<file path="src/rtl/cancel_message_encoder_pkg.sv">
// Shared definitions for the cancel/delete message parser and encoder.
// Latency: n/a (types and constants only).
// Backpressure: n/a.
package cancel_message_encoder_pkg;

    // Operation codes carried on op_in
    localparam logic [2:0] OP_CANCEL = 3'd2;
    localparam logic [2:0] OP_DELETE = 3'd3;

    // Field widths in bytes, in wire order after the type byte
    localparam int MSG_TYPE        = 1;
    localparam int STOCK_LOCATE    = 2;
    localparam int TRACKING_NUMBER = 2;
    localparam int TIMESTAMP       = 6;
    localparam int ORDER_REF_NUM   = 8;
    localparam int SHARES          = 4;

    localparam int WORD_BYTES = 4;

    // Delete is the common prefix; cancel appends the shares field
    localparam int DELETE_BYTES = MSG_TYPE + STOCK_LOCATE + TRACKING_NUMBER
                                + TIMESTAMP + ORDER_REF_NUM;
    localparam int CANCEL_BYTES = DELETE_BYTES + SHARES;

    localparam int DELETE_WORDS = (DELETE_BYTES + WORD_BYTES - 1) / WORD_BYTES;
    localparam int CANCEL_WORDS = (CANCEL_BYTES + WORD_BYTES - 1) / WORD_BYTES;

    // The shift register holds the longest message
    localparam int SHIFT_BITS = CANCEL_BYTES * 8;

    typedef enum logic {
        IDLE = 1'b0,
        SEND = 1'b1
    } state_t;

    // Number of meaningful bytes in the final word of an n-byte message
    function automatic logic [2:0] tail_bytes_for(input int nbytes);
        int rem;
        rem = nbytes % WORD_BYTES;
        return (rem == 0) ? 3'(WORD_BYTES) : 3'(rem);
    endfunction

endpackage

</file>
<file path="src/rtl/cancel_message_encoder_if.sv">
// Request fields and word stream of the cancel/delete encoder.
// Latency: n/a (signal bundle only).
// Backpressure: ready_in from the stream consumer stalls data_out.
interface cancel_message_encoder_if #(
    parameter int DATA_WIDTH = 31
);
    logic                  start_in;
    logic [2:0]            op_in;
    logic [15:0]           stock_locate_in;
    logic [15:0]           tracking_in;
    logic [47:0]           timestamp_in;
    logic [63:0]           order_ref_in;
    logic [31:0]           shares_in;

    logic [DATA_WIDTH:0]   data_out;
    logic                  valid_out;
    logic                  ready_in;
    logic                  last_out;
    logic [2:0]            bytes_valid_out;
    logic                  busy_out;
    logic                  done_out;
    logic                  err_out;

    // Encoder side: takes requests, drives the word stream
    modport master (
        input  start_in, op_in, stock_locate_in, tracking_in, timestamp_in,
               order_ref_in, shares_in, ready_in,
        output data_out, valid_out, last_out, bytes_valid_out,
               busy_out, done_out, err_out
    );

    // Requester/consumer side
    modport slave (
        output start_in, op_in, stock_locate_in, tracking_in, timestamp_in,
               order_ref_in, shares_in, ready_in,
        input  data_out, valid_out, last_out, bytes_valid_out,
               busy_out, done_out, err_out
    );

endinterface

</file>
<file path="src/rtl/cancel_message_encoder.sv">
// Serializes one order-cancel/delete request into big-endian 32-bit words.
// Latency: word 0 valid the cycle after start; done pulses the cycle after the last transfer.
// Backpressure: valid/ready; outputs hold while ready_in is low, start ignored while busy.
module cancel_message_encoder
    import cancel_message_encoder_pkg::*;
#(
    parameter int         DATA_WIDTH  = 31,
    parameter logic [7:0] CANCEL_CHAR = 8'h58,
    parameter logic [7:0] DELETE_CHAR = 8'h44
) (
    input  logic                     clk_in,
    input  logic                     reset_in,
    cancel_message_encoder_if.master bus
);

    localparam int WORD_BITS = DATA_WIDTH + 1;

    localparam logic [2:0] CANCEL_LAST_IDX = 3'(CANCEL_WORDS - 1);
    localparam logic [2:0] DELETE_LAST_IDX = 3'(DELETE_WORDS - 1);
    localparam logic [2:0] CANCEL_TAIL     = tail_bytes_for(CANCEL_BYTES);
    localparam logic [2:0] DELETE_TAIL     = tail_bytes_for(DELETE_BYTES);

    state_t                  state;
    logic [SHIFT_BITS-1:0]   shreg;
    logic [2:0]              word_cnt;
    logic [2:0]              tail_bytes;
    logic                    done_q;
    logic                    err_q;

    logic                    sending;
    logic                    on_last;

    assign sending = (state == SEND);
    assign on_last = sending && (word_cnt == 3'd0);

    // Capture the request into the shift register and walk it out one word per transfer
    always_ff @(posedge clk_in) begin
        if (reset_in) begin
            state      <= IDLE;
            shreg      <= '0;
            word_cnt   <= '0;
            tail_bytes <= '0;
            done_q     <= 1'b0;
            err_q      <= 1'b0;
        end else begin
            done_q <= 1'b0;
            err_q  <= 1'b0;
            case (state)
                IDLE: begin
                    if (bus.start_in) begin
                        if (bus.op_in == OP_CANCEL) begin
                            shreg      <= {CANCEL_CHAR, bus.stock_locate_in, bus.tracking_in,
                                           bus.timestamp_in, bus.order_ref_in, bus.shares_in};
                            word_cnt   <= CANCEL_LAST_IDX;
                            tail_bytes <= CANCEL_TAIL;
                            state      <= SEND;
                        end else if (bus.op_in == OP_DELETE) begin
                            // Shares slot is zero-filled so the pad bytes come out as 8'h00
                            shreg      <= {DELETE_CHAR, bus.stock_locate_in, bus.tracking_in,
                                           bus.timestamp_in, bus.order_ref_in,
                                           {(SHARES*8){1'b0}}};
                            word_cnt   <= DELETE_LAST_IDX;
                            tail_bytes <= DELETE_TAIL;
                            state      <= SEND;
                        end else begin
                            err_q <= 1'b1;
                        end
                    end
                end
                SEND: begin
                    if (bus.ready_in) begin
                        // Shifting in zeros leaves the register clear after the last word
                        shreg <= {shreg[SHIFT_BITS-WORD_BITS-1:0], {WORD_BITS{1'b0}}};
                        if (word_cnt == 3'd0) begin
                            state  <= IDLE;
                            done_q <= 1'b1;
                        end else begin
                            word_cnt <= word_cnt - 3'd1;
                        end
                    end
                end
                default: state <= IDLE;
            endcase
        end
    end

    // Byte count of the presented word: full words until the tail
    always_comb begin
        bus.bytes_valid_out = 3'd0;
        if (on_last) begin
            bus.bytes_valid_out = tail_bytes;
        end else if (sending) begin
            bus.bytes_valid_out = 3'(WORD_BYTES);
        end
    end

    assign bus.data_out  = shreg[SHIFT_BITS-1 -: WORD_BITS];
    assign bus.valid_out = sending;
    assign bus.last_out  = on_last;
    assign bus.busy_out  = sending;
    assign bus.done_out  = done_q;
    assign bus.err_out   = err_q;

endmodule

</file>
<file path="src/flat_wrapper.sv">
// flat-port wrapper written by rule: the top's interface ports become plain ports
module cancel_message_encoder_flat import cancel_message_encoder_pkg::*;
#(
    parameter int         DATA_WIDTH  = 31,
    parameter logic [7:0] CANCEL_CHAR = 8'h58,
    parameter logic [7:0] DELETE_CHAR = 8'h44
)
  (clk_in, reset_in, bus_start_in, bus_op_in, bus_stock_locate_in, bus_tracking_in, bus_timestamp_in, bus_order_ref_in, bus_shares_in, bus_ready_in, bus_data_out, bus_valid_out, bus_last_out, bus_bytes_valid_out, bus_busy_out, bus_done_out, bus_err_out);
  cancel_message_encoder_if #(.DATA_WIDTH(DATA_WIDTH)) bus_i ();
  input  logic clk_in;
  input  logic reset_in;
  input wire logic [$bits(bus_i.start_in)-1:0] bus_start_in;
  input wire logic [$bits(bus_i.op_in)-1:0] bus_op_in;
  input wire logic [$bits(bus_i.stock_locate_in)-1:0] bus_stock_locate_in;
  input wire logic [$bits(bus_i.tracking_in)-1:0] bus_tracking_in;
  input wire logic [$bits(bus_i.timestamp_in)-1:0] bus_timestamp_in;
  input wire logic [$bits(bus_i.order_ref_in)-1:0] bus_order_ref_in;
  input wire logic [$bits(bus_i.shares_in)-1:0] bus_shares_in;
  input wire logic [$bits(bus_i.ready_in)-1:0] bus_ready_in;
  output wire logic [$bits(bus_i.data_out)-1:0] bus_data_out;
  output wire logic [$bits(bus_i.valid_out)-1:0] bus_valid_out;
  output wire logic [$bits(bus_i.last_out)-1:0] bus_last_out;
  output wire logic [$bits(bus_i.bytes_valid_out)-1:0] bus_bytes_valid_out;
  output wire logic [$bits(bus_i.busy_out)-1:0] bus_busy_out;
  output wire logic [$bits(bus_i.done_out)-1:0] bus_done_out;
  output wire logic [$bits(bus_i.err_out)-1:0] bus_err_out;
  assign bus_i.start_in = bus_start_in;
  assign bus_i.op_in = bus_op_in;
  assign bus_i.stock_locate_in = bus_stock_locate_in;
  assign bus_i.tracking_in = bus_tracking_in;
  assign bus_i.timestamp_in = bus_timestamp_in;
  assign bus_i.order_ref_in = bus_order_ref_in;
  assign bus_i.shares_in = bus_shares_in;
  assign bus_i.ready_in = bus_ready_in;
  assign bus_data_out = bus_i.data_out;
  assign bus_valid_out = bus_i.valid_out;
  assign bus_last_out = bus_i.last_out;
  assign bus_bytes_valid_out = bus_i.bytes_valid_out;
  assign bus_busy_out = bus_i.busy_out;
  assign bus_done_out = bus_i.done_out;
  assign bus_err_out = bus_i.err_out;
  cancel_message_encoder #(.DATA_WIDTH(DATA_WIDTH), .CANCEL_CHAR(CANCEL_CHAR), .DELETE_CHAR(DELETE_CHAR)) u_core (.clk_in(clk_in), .reset_in(reset_in), .bus(bus_i));
endmodule
</file>
<file path="config.mk">
export PLATFORM = sky130hd
export DESIGN_NAME = cancel_message_encoder_flat
export DESIGN_NICKNAME = d
export VERILOG_FILES = /design/src/rtl/cancel_message_encoder_pkg.sv /design/src/rtl/cancel_message_encoder_if.sv /design/src/rtl/cancel_message_encoder.sv /design/src/flat_wrapper.sv
export SDC_FILE = /design/constraint.sdc
export NUM_CORES = 1
export LEC_CHECK = 0
export ABC_AREA = 1
export BUFFER_PORTS_ARGS = -buffer_cell sky130_fd_sc_hd__buf_2
export CAP_MARGIN = 0
export CORE_ASPECT_RATIO = 2
export CORE_MARGIN = 8
export CORE_UTILIZATION = 30
export CTS_BUF_LIST = sky130_fd_sc_hd__clkbuf_4 sky130_fd_sc_hd__clkbuf_8 sky130_fd_sc_hd__clkbuf_16
export CTS_CLUSTER_SIZE = 16
export DETAILED_ROUTE_END_ITERATION = 16
export GPL_TIMING_DRIVEN = 0
export HOLD_SLACK_MARGIN = 0.05
export PLACE_DENSITY_LB_ADDON = 0.25
export SYNTH_ARGS = -nofsm -noshare
export SYNTH_HDL_FRONTEND = slang
export SYNTH_SLANG_ARGS = --single-unit
</file>
<file path="constraint.sdc">
create_clock -name clk_in -period 1.2 [get_ports clk_in]
set_clock_uncertainty 0.1 [all_clocks]
set_input_delay 0.06 -clock clk_in [delete_from_list [all_inputs] [get_ports clk_in]]
set_output_delay 0.06 -clock clk_in [all_outputs]
set_load 0.05 [all_outputs]
</file>
# ---- After elaboration in Yosys (flattened, before gate mapping)
# Cells that the tools add are included.
dict set report totals {
  input_bits 183
  word_cells 47
  register_bits 193
}
dict set report classes {
  bitwise_logic 3
  n_eq_ne 6
  reduce_logical 8
  muxes 23
  add_sub_neg 1
}
# cell n
set op_table {}
lappend op_table {{$mux W184} 4}
lappend op_table {{$pmux W184 S2} 1}
lappend op_table {{$mux W3} 9}
lappend op_table {{$mux W1} 7}
lappend op_table {{$eq A3 B2 Y1 const B} 2}
lappend op_table {{$ne A2 B2 Y1 const B} 3}
lappend op_table {{$pmux W3 S2} 1}
lappend op_table {{$reduce_and A3 Y1} 2}
lappend op_table {{$reduce_and A4 Y1} 1}
lappend op_table {{$reduce_or A4 Y1} 1}
lappend op_table {{$logic_not A3 Y1} 1}
lappend op_table {{$ne A3 B1 Y1 const B} 1}
lappend op_table {{$not A1 Y1} 3}
lappend op_table {{$reduce_or A3 Y1} 1}
lappend op_table {{$sub A3 B1 Y3 const B} 1}
lappend op_table {{$pmux W1 S2} 1}
lappend op_table {{$reduce_bool A2 Y1} 1}
lappend op_table {{$logic_and A1 B1 Y1} 1}

# ---- Longest topological paths before layout
# Gate-level depths: netlist of run 1.
dict set report depth {
  word_depth 5
  mapped_depth 9
  depth_no_buf 9
}

# ---- Worst setup path after synthesis of run 1
# OpenSTA, ideal clock, no wires.
dict set report synth_timing {
  path_type {register to output}
  start {register u_core.state (netlist: u_core.bus.busy_out)}
  end {output bus_bytes_valid_out[1]}
  setup_slack_ns -1.194
  stages_incl_launch_ff 6
  n_path_buf 3
  t_required_ns 1.040
  arrival_time_ns 2.234
  path_cell_list {dfxtp_1 -> buf_2 -> buf_4 -> nand2_1 -> nor2_1 -> buf_4}
}
dict set report synth_between {
  elab_chain_len 2
}
# element line_no
set synth_lines {}
lappend synth_lines {{from (decl)} cancel_message_encoder.sv:23} ;# state_t state;
lappend synth_lines {{from (signal assigned)} cancel_message_encoder.sv:39} ;# state <= IDLE;
lappend synth_lines {{from (signal assigned)} cancel_message_encoder.sv:56} ;# state <= SEND;
lappend synth_lines {{from (signal assigned)} cancel_message_encoder.sv:64} ;# state <= SEND;
lappend synth_lines {{$logic_and A1 B1 Y1} cancel_message_encoder.sv:34} ;# assign on_last = sending && (word_cnt == 3'd0);
lappend synth_lines {{$mux W3} cancel_message_encoder.sv:90} ;# if (on_last) begin
lappend synth_lines {{to (decl)} flat_wrapper.sv:23} ;# output wire logic [$bits(bus_i.bytes_valid_out)-1:0] bus_bytes_valid_out;
# No other way between the ends.

# ---- Worst setup path in the final report of run 1
# Same ends and word-level chain as after synthesis.

==> metrics.md, run 1 <==
| Metric | Value |
|---|---|
| Outcome | `finished, violations left` |
| Failing checks | `negative hold slack, negative setup slack` |
| Area Growth Syn to Fin | `93.07%` |
| Antenna diode count | `0` |
| Gate count after technology mapping | `1429` |
| F_max | `573.2 MHz` |
| XOR/XNOR Fraction of Synth Area | `0%` |
| Largest net degree at the start of global routing | `17` |
| Row cnt | `90` |
| Area fraction in compound gates after synthesis | `10.83%` |
| Met3 wire length | `1.860 mm` |
| Switch share | `30.23%` |
| Clk network pwr share | `33.7%` |
| Core Box Area | `29840 um^2` |
| Initial DRC count | `569` |
| Avg Cell Area, Syn | `6.306 um^2` |
| Placed wire-length estimate | `24.87 mm` |
| Post-synthesis mux area share | `0%` |
| Fillcell total | `2608` |
| Global route total overflow | `0` |
| Sequential share of the synthesized area | `42.43%` |
| Die X-Extent | `138.6 um` |
| Worst Tran Pin Value | `0.7541 ns` |
| Rel. slew slack | `49.73%` |
| Leakage | `0.007990 uW` |
| Largest cells by area after synthesis | `dfxtp_1 42%, nand2_1 22%, nor2_1 14%, o21ai_0 8.4%, buf_4 4.1%` |
| TritonCTS Buffers | `17` |
| Unrepaired setup endpoints after global routing | `true` |
| Final-report setup violation count | `195` |
| CP Max Fanout | `10` |
| Nets | `2094` |
| TritonCTS clock tree | `yes` |
| Initial antenna violation count | `0` |
| Sequential Power Share | `38.3%` |
| Vias in the first global route | `11240` |
| Switching pwr | `5612 uW` |
| Drt drc | `0` |
| Tmin final | `1.744 ns` |
| Max incr delay on CP | `0.44 ns` |
| Die ar. | `36180 um^2` |
| CP cell instances | `buf_12, buf_12, nand2_4, nor2_4, buf_6, buf_8` |
| Worst Setup Slack, final | `-0.5445 ns` |
| Initial core utilization | `30.20%` |
| Slew Limit Fails | `0` |
| Clock transition at path regs | `0.07 ns` |
| GRT Util Overall | `20.53%` |
| Inst Count DP | `2018` |
| Simple-Gate Fraction of Synth Area | `36.31%` |
| Critical Path End Type | `output pin` |
| Yosys top cell by area | `dfxtp_1` |
| Post-synth top area share | `42.43%` |
| Critical path startpoint category | `flip-flop` |
| Combinational Power Share | `28.0%` |
| CP Data Required Time | `1.04 ns` |
| PortBufs | `221` |
| Worst EP arrival | `1.58 ns` |
| Setup CP Type | `reg2out` |
| Yosys reg bits | `191` |
| WHS | `-0.03855 ns` |
| Crit-path most repeated cell | `buf_12` |
| Post-Layout Cell Count | `2290` |
| Fin. Hold Viols | `1` |
| Metal2 WL | `19.91 mm` |
| Power per cell area | `1067 nW/um^2` |
| Vias per inst | `4.681` |
| Antenna Violating Nets Remaining | `0` |
| Final wirelength | `38.71 mm` |
| Hold/Removal Path Class | `in2reg` |
| Unique masters post-synth | `20` |
| Vias | `10720` |
| Pint | `12950 uW` |
| RePlAce Congestion | `0.8144` |
| Commonest non-fill, non-tap cell in the layout | `nand2_1` |
| Cell Area, Synth | `9011 um^2` |
| Worst path slowest cell | `dfxtp_4` |
| Worst VDD drop | `1066 uV` |
| Max Cap Violations | `0` |
| Worst-skew pair later-pin latency | `0.45 ns` |
| Post-Synth Adder-Cell Area | `0.2777%` |
| CTS Hold Buffers Added | `181` |
| Syn_nets | `1614` |
| Post-DR wirelength/cell | `16.90 um` |
| Highest metal used | `met4` |
| Most frequent cells in the layout | `454 x nand2_1, 196 x buf_2, 181 x dlygate4sd3_1, 162 x nor2_1, 156 x dfxtp_1` |
| Multi-input logic area | `6329 um^2` |
| H-tree depth | `4` |
| Fraction of layout cells with a size suffix above 1 | `43.29%` |
| Post-Route M1 WL | `15.83 mm` |
| I/O pin cnt | `223` |
| CTS root buf | `clkbuf_16` |
| CTS sink cnt | `191` |
| First-pass GRT wire length | `58.68 mm` |
| CTS max path bufs | `2` |
| Final cycle utilization of the critical path | `145.4%` |
| YS warnings | `0` |
| Combinational family with the most area after synthesis | `simple AND/OR/NAND/NOR gates` |
| Reg area | `3872 um^2` |
| Chip height | `261.1 um` |
| Drt pass-1 iters | `8` |
## routing by layer
layer / vias to the layer above / global-route usage (%)
met2: 297 / 37.26
met1: 5013 / 23.58
met4: 0 / 6.555
met5: - / 0
li1: 5355 / -
met3: 54 / 4.066
## synth_stat cells
cell type,count
nand2_1,517
nor2_1,333
dfxtp_1,191
o21ai_0,152
buf_4,49
buf_2,47
inv_1,46
a21oi_1,43
clkbuf_1,32
nand3_1,4
buf_1,3
ha_1,2
inv_2,2
nor3_1,2
nand2_2,1
nand2_4,1
nand3_2,1
nor2_4,1
nor4_1,1
or2_2,1
## path summary, 6_finish.rpt
| path | startpoint | to | slack, ns | cells after the start |
|---|---|---|---|---|
| max | u_core.bus.busy_out$_SDFF_PP0_ | bus_bytes_valid_out[1] | -0.54 | 6 |
| min | bus_op_in[2] | u_core.bus.err_out$_SDFF_PP0_ | -0.04 | 3 |
| max reg2reg | u_core.bus.busy_out$_SDFF_PP0_ | u_core.shreg[177]$_SDFFE_PP0P_ | -0.44 | 9 |
| min reg2reg | u_core.shreg[11]$_SDFFE_PP0P_ | u_core.shreg[11]$_SDFFE_PP0P_ | 0.37 | 2 |
## what timing repair did
| item | 4_1_cts | 5_1_grt |
|---|---|---|
| pin swaps | 66 | 68 |
| hold endpoints to repair | 185 | 1 |
| gates cloned | 25 | 9 |
| setup buffers | 32 | 7 |
| endpoints found under the setup margin | 229 | 230 |
| resized for setup | 583 | 524 |
## through the flow
stage	total power [uW]	util, %	instance area (um^2)	setup WS [ns]	TNS (ns)
2_1_floorplan	8773	-	9074	-0.2614	-38.56
3_3_place_gp	9718	35.66	10640	-0.6064	-95.84
3_5_place_dp	9728	35.66	10640	-0.6320	-95.85
4_1_cts	17750	52.33	15620	-0.5211	-73.00
5_1_grt	19310	58.30	17400	-0.6115	-84.47
6_report	18570	58.30	17400	-0.5445	-75.46
## flip-flops by register name, indices dropped and copies added (netlist names)
signal,cells
u_core.bus.busy_out,1
u_core.bus.done_out,1
u_core.bus.err_out,1
u_core.shreg,184
u_core.tail_bytes,1
u_core.word_cnt,3
## worst max-delay path, delay by kind of cell, from the launching register on
family	cells	cell delay [ns]
flip-flops	1	0.44
buffers and inverters	4	0.50
AND/OR/NAND/NOR	2	0.18
## power groups by stage
stage | registers [uW] | clock network [uW] | logic (uW)
global route | 7150 | 6590 | 5580
detailed placement | 7130 | 0 | 2600
floorplan | 7060 | 0 | 1710
global placement | 7130 | 0 | 2590
finish | 7100 | 6260 | 5200
CTS | 7050 | 6330 | 4370
## logic make-up (layout without fill, tap and decap cells)
group / count (synthesis) / count (layout)
adders and majority gates: 2 / 2
and+or+nand+nor: 862 / 862
buffers and inverters: 179 / 672
DFF: 191 / 191
AOI/OAI and AO/OA: 195 / 195
## layout make-up
class	instances	area share, %
multi-input cells	1059	36.38
repair buffers	469	26.21
flip-flops and latches	191	22.26
plain buffers	123	7.645
clock buffers	23	2.704
well taps	368	2.647
inverters	48	1.259
clock inverters	9	0.9061
(Power assumes the default switching activity.)
==> run 2: changes to the inputs <==
Settings changed: RECOVER_POWER from default to 25.
==> run 2 against run 1 <==
  * The flow still finishes with violations (negative hold slack, negative setup slack)
  * Via count is the same
  * Core utilization is essentially flat
  * Worst setup slack is the same
  * Critical path type unchanged
  * Critical endpoint unchanged
  * Largest cell class unchanged
==> metrics.md, run 2 (synthesized netlist as in run 1, its figures left out) <==
| Metric | Value |
|---|---|
| Tmin final | `1.744 ns` |
| Row cnt | `90` |
| CTS root buf | `clkbuf_16` |
| Worst-skew pair later-pin latency | `0.45 ns` |
| Hold/Removal Path Class | `in2reg` |
| Worst Tran Pin Value | `0.7541 ns` |
| Worst VDD drop | `1066 uV` |
| Final wirelength | `38.71 mm` |
| Commonest non-fill, non-tap cell in the layout | `nand2_1` |
| GRT Util Overall | `20.53%` |
| Antenna Violating Nets Remaining | `0` |
| Final cycle utilization of the critical path | `145.4%` |
| Largest reg by FF count | `u_core.shreg` |
| Largest net degree at the start of global routing | `17` |
| R2R Setup Slk | `-0.44 ns` |
| Pre-CTS setup slack | `-0.6320 ns` |
| Hold endpoint | `u_core.bus.err_out$_SDFF_PP0_` |
| First-pass GRT wire length | `58.68 mm` |
| Fraction of layout cells with a size suffix above 1 | `43.29%` |
| CTS max path bufs | `2` |
| PortBufs | `221` |
| Post-DR wirelength/cell | `16.90 um` |
| Reg area | `3872 um^2` |
| Critical Path End Type | `output pin` |
| WHS | `-0.03855 ns` |
| Failing checks | `negative hold slack, negative setup slack` |
| TritonCTS Buffers | `17` |
| Vias | `10720` |
| I/O pin cnt | `223` |
| Multi-input logic area | `6329 um^2` |
| Most frequent cells in the layout | `454 x nand2_1, 196 x buf_2, 181 x dlygate4sd3_1, 162 x nor2_1, 156 x dfxtp_1` |
| Antenna diode count | `0` |
| Outcome | `finished, violations left` |
| Initial core utilization | `30.20%` |
| Drt pass-1 iters | `8` |
| TritonCTS clock tree | `yes` |
| Hold path start | `bus_op_in[2]` |
| Initial antenna violation count | `0` |
| Reg2reg end | `u_core.shreg[177]$_SDFFE_PP0P_` |
| Vias per inst | `4.681` |
| Final-report setup violation count | `195` |
| CP Max Fanout | `10` |
| F_max | `573.2 MHz` |
| Hold path cells | `3` |
| R2r worst-path depth | `9` |
| Initial DRC count | `569` |
| Regs by FF count | `u_core.shreg (184), u_core.word_cnt (3)` |
| Nets | `2094` |
| Chip height | `261.1 um` |
| Placed wire-length estimate | `24.87 mm` |
| CP Data Required Time | `1.04 ns` |
| CTS Hold Buffers Added | `181` |
| Post-DP Area | `10640 um^2` |
| Vias in the first global route | `11240` |
| Worst Setup Slack, final | `-0.5445 ns` |
| Critical path startpoint category | `flip-flop` |
| Max Cap Violations | `0` |
| Final instance area | `17390 um^2` |
| Unrepaired setup endpoints after global routing | `true` |
| Core Box Area | `29840 um^2` |
| Leakage | `0.007988 uW` |
| Area Growth Syn to Fin | `92.99%` |
| Slew Limit Fails | `0` |
| CTS sink cnt | `191` |
| Rel. slew slack | `49.73%` |
| Worst EP arrival | `1.58 ns` |
| Fin. Hold Viols | `1` |
| Die X-Extent | `138.6 um` |
| Die ar. | `36180 um^2` |
| Power per cell area | `1067 nW/um^2` |
| Global route total overflow | `0` |
| RePlAce Congestion | `0.8144` |
| Clock transition at path regs | `0.07 ns` |
| Drt drc | `0` |
| Max reg flops | `184` |
| Fillcell total | `2610` |
| Reg-to-reg startpoint | `u_core.bus.busy_out$_SDFF_PP0_` |
| Setup CP Type | `reg2out` |
| H-tree depth | `4` |
## run 2: power by group
| part | internal (uW) | switching (uW) | leakage (uW) |
|---|---|---|---|
| Clock | 3640 | 2630 | 0.000306 |
| Combinational | 2530 | 2670 | 0.00610 |
| Sequential | 6780 | 321 | 0.00158 |
## run 2: worst max-delay path by stage
stage | start | to | slack, ns | cells past startpoint
after floorplan | u_core.bus.busy_out$_SDFF_PP0_ | bus_bytes_valid_out[1] | -0.26 | 5
after global placement | u_core.bus.busy_out$_SDFF_PP0_ | u_core.shreg[117]$_SDFFE_PP0P_ | -0.61 | 7
after detailed placement | u_core.bus.busy_out$_SDFF_PP0_ | u_core.shreg[117]$_SDFFE_PP0P_ | -0.63 | 7
after CTS | u_core.word_cnt[0]$_SDFFE_PP0P_ | bus_bytes_valid_out[1] | -0.52 | 8
after global routing | u_core.word_cnt[1]$_SDFFE_PP0P_ | bus_bytes_valid_out[1] | -0.61 | 8
final | u_core.bus.busy_out$_SDFF_PP0_ | bus_bytes_valid_out[1] | -0.54 | 6
## run 2: cell type report
cell class	count	area share [%]
Multi-Input combinational cell	1059	36.39
Clock inverter	9	0.9065
Tap cell	368	2.648
Inverter	48	1.259
Buffer	123	7.648
Clock buffer	23	2.705
Sequential cell	191	22.27
Timing Repair Buffer	469	26.17
## run 2: stage by stage
step	setup TNS (ns)	total power (uW)	utilization, %	hold slack [ns]	instances
6_report	-75.46	18560	58.28	-0.03855	2290
5_1_grt	-84.47	19310	58.28	-0.03701	2290
4_1_cts	-73.00	17750	52.33	-0.1083	2287
3_5_place_dp	-95.85	9728	35.66	0.2396	2018
3_3_place_gp	-95.84	9718	35.66	0.2315	2018
2_1_floorplan	-38.56	8773	-	0.1011	1429
## run 2: repair_timing
action | in CTS | in global routing
pin swaps | 66 | 68
gates resized for setup | 583 | 524
endpoints found under the hold margin | 185 | 1
endpoints found under the setup margin | 229 | 230
setup buffers | 32 | 7
gates cloned | 25 | 9
## run 2: per-layer routing
metal	track usage [%]	vias to the layer above	part of all wire [%]
met5	0	-	0
met4	6.555	0	2.9
met3	4.066	54	4.8
met2	37.26	295	51
met1	23.58	5015	41
li1	-	5355	-
## run 2: worst max-delay path: stages, from the launching register on
cell and delay [ns]:
dfxtp_4 0.44, buf_12 0.14, buf_12 0.13, nand2_4 0.07, nor2_4 0.11, buf_6 0.10, buf_8 0.13
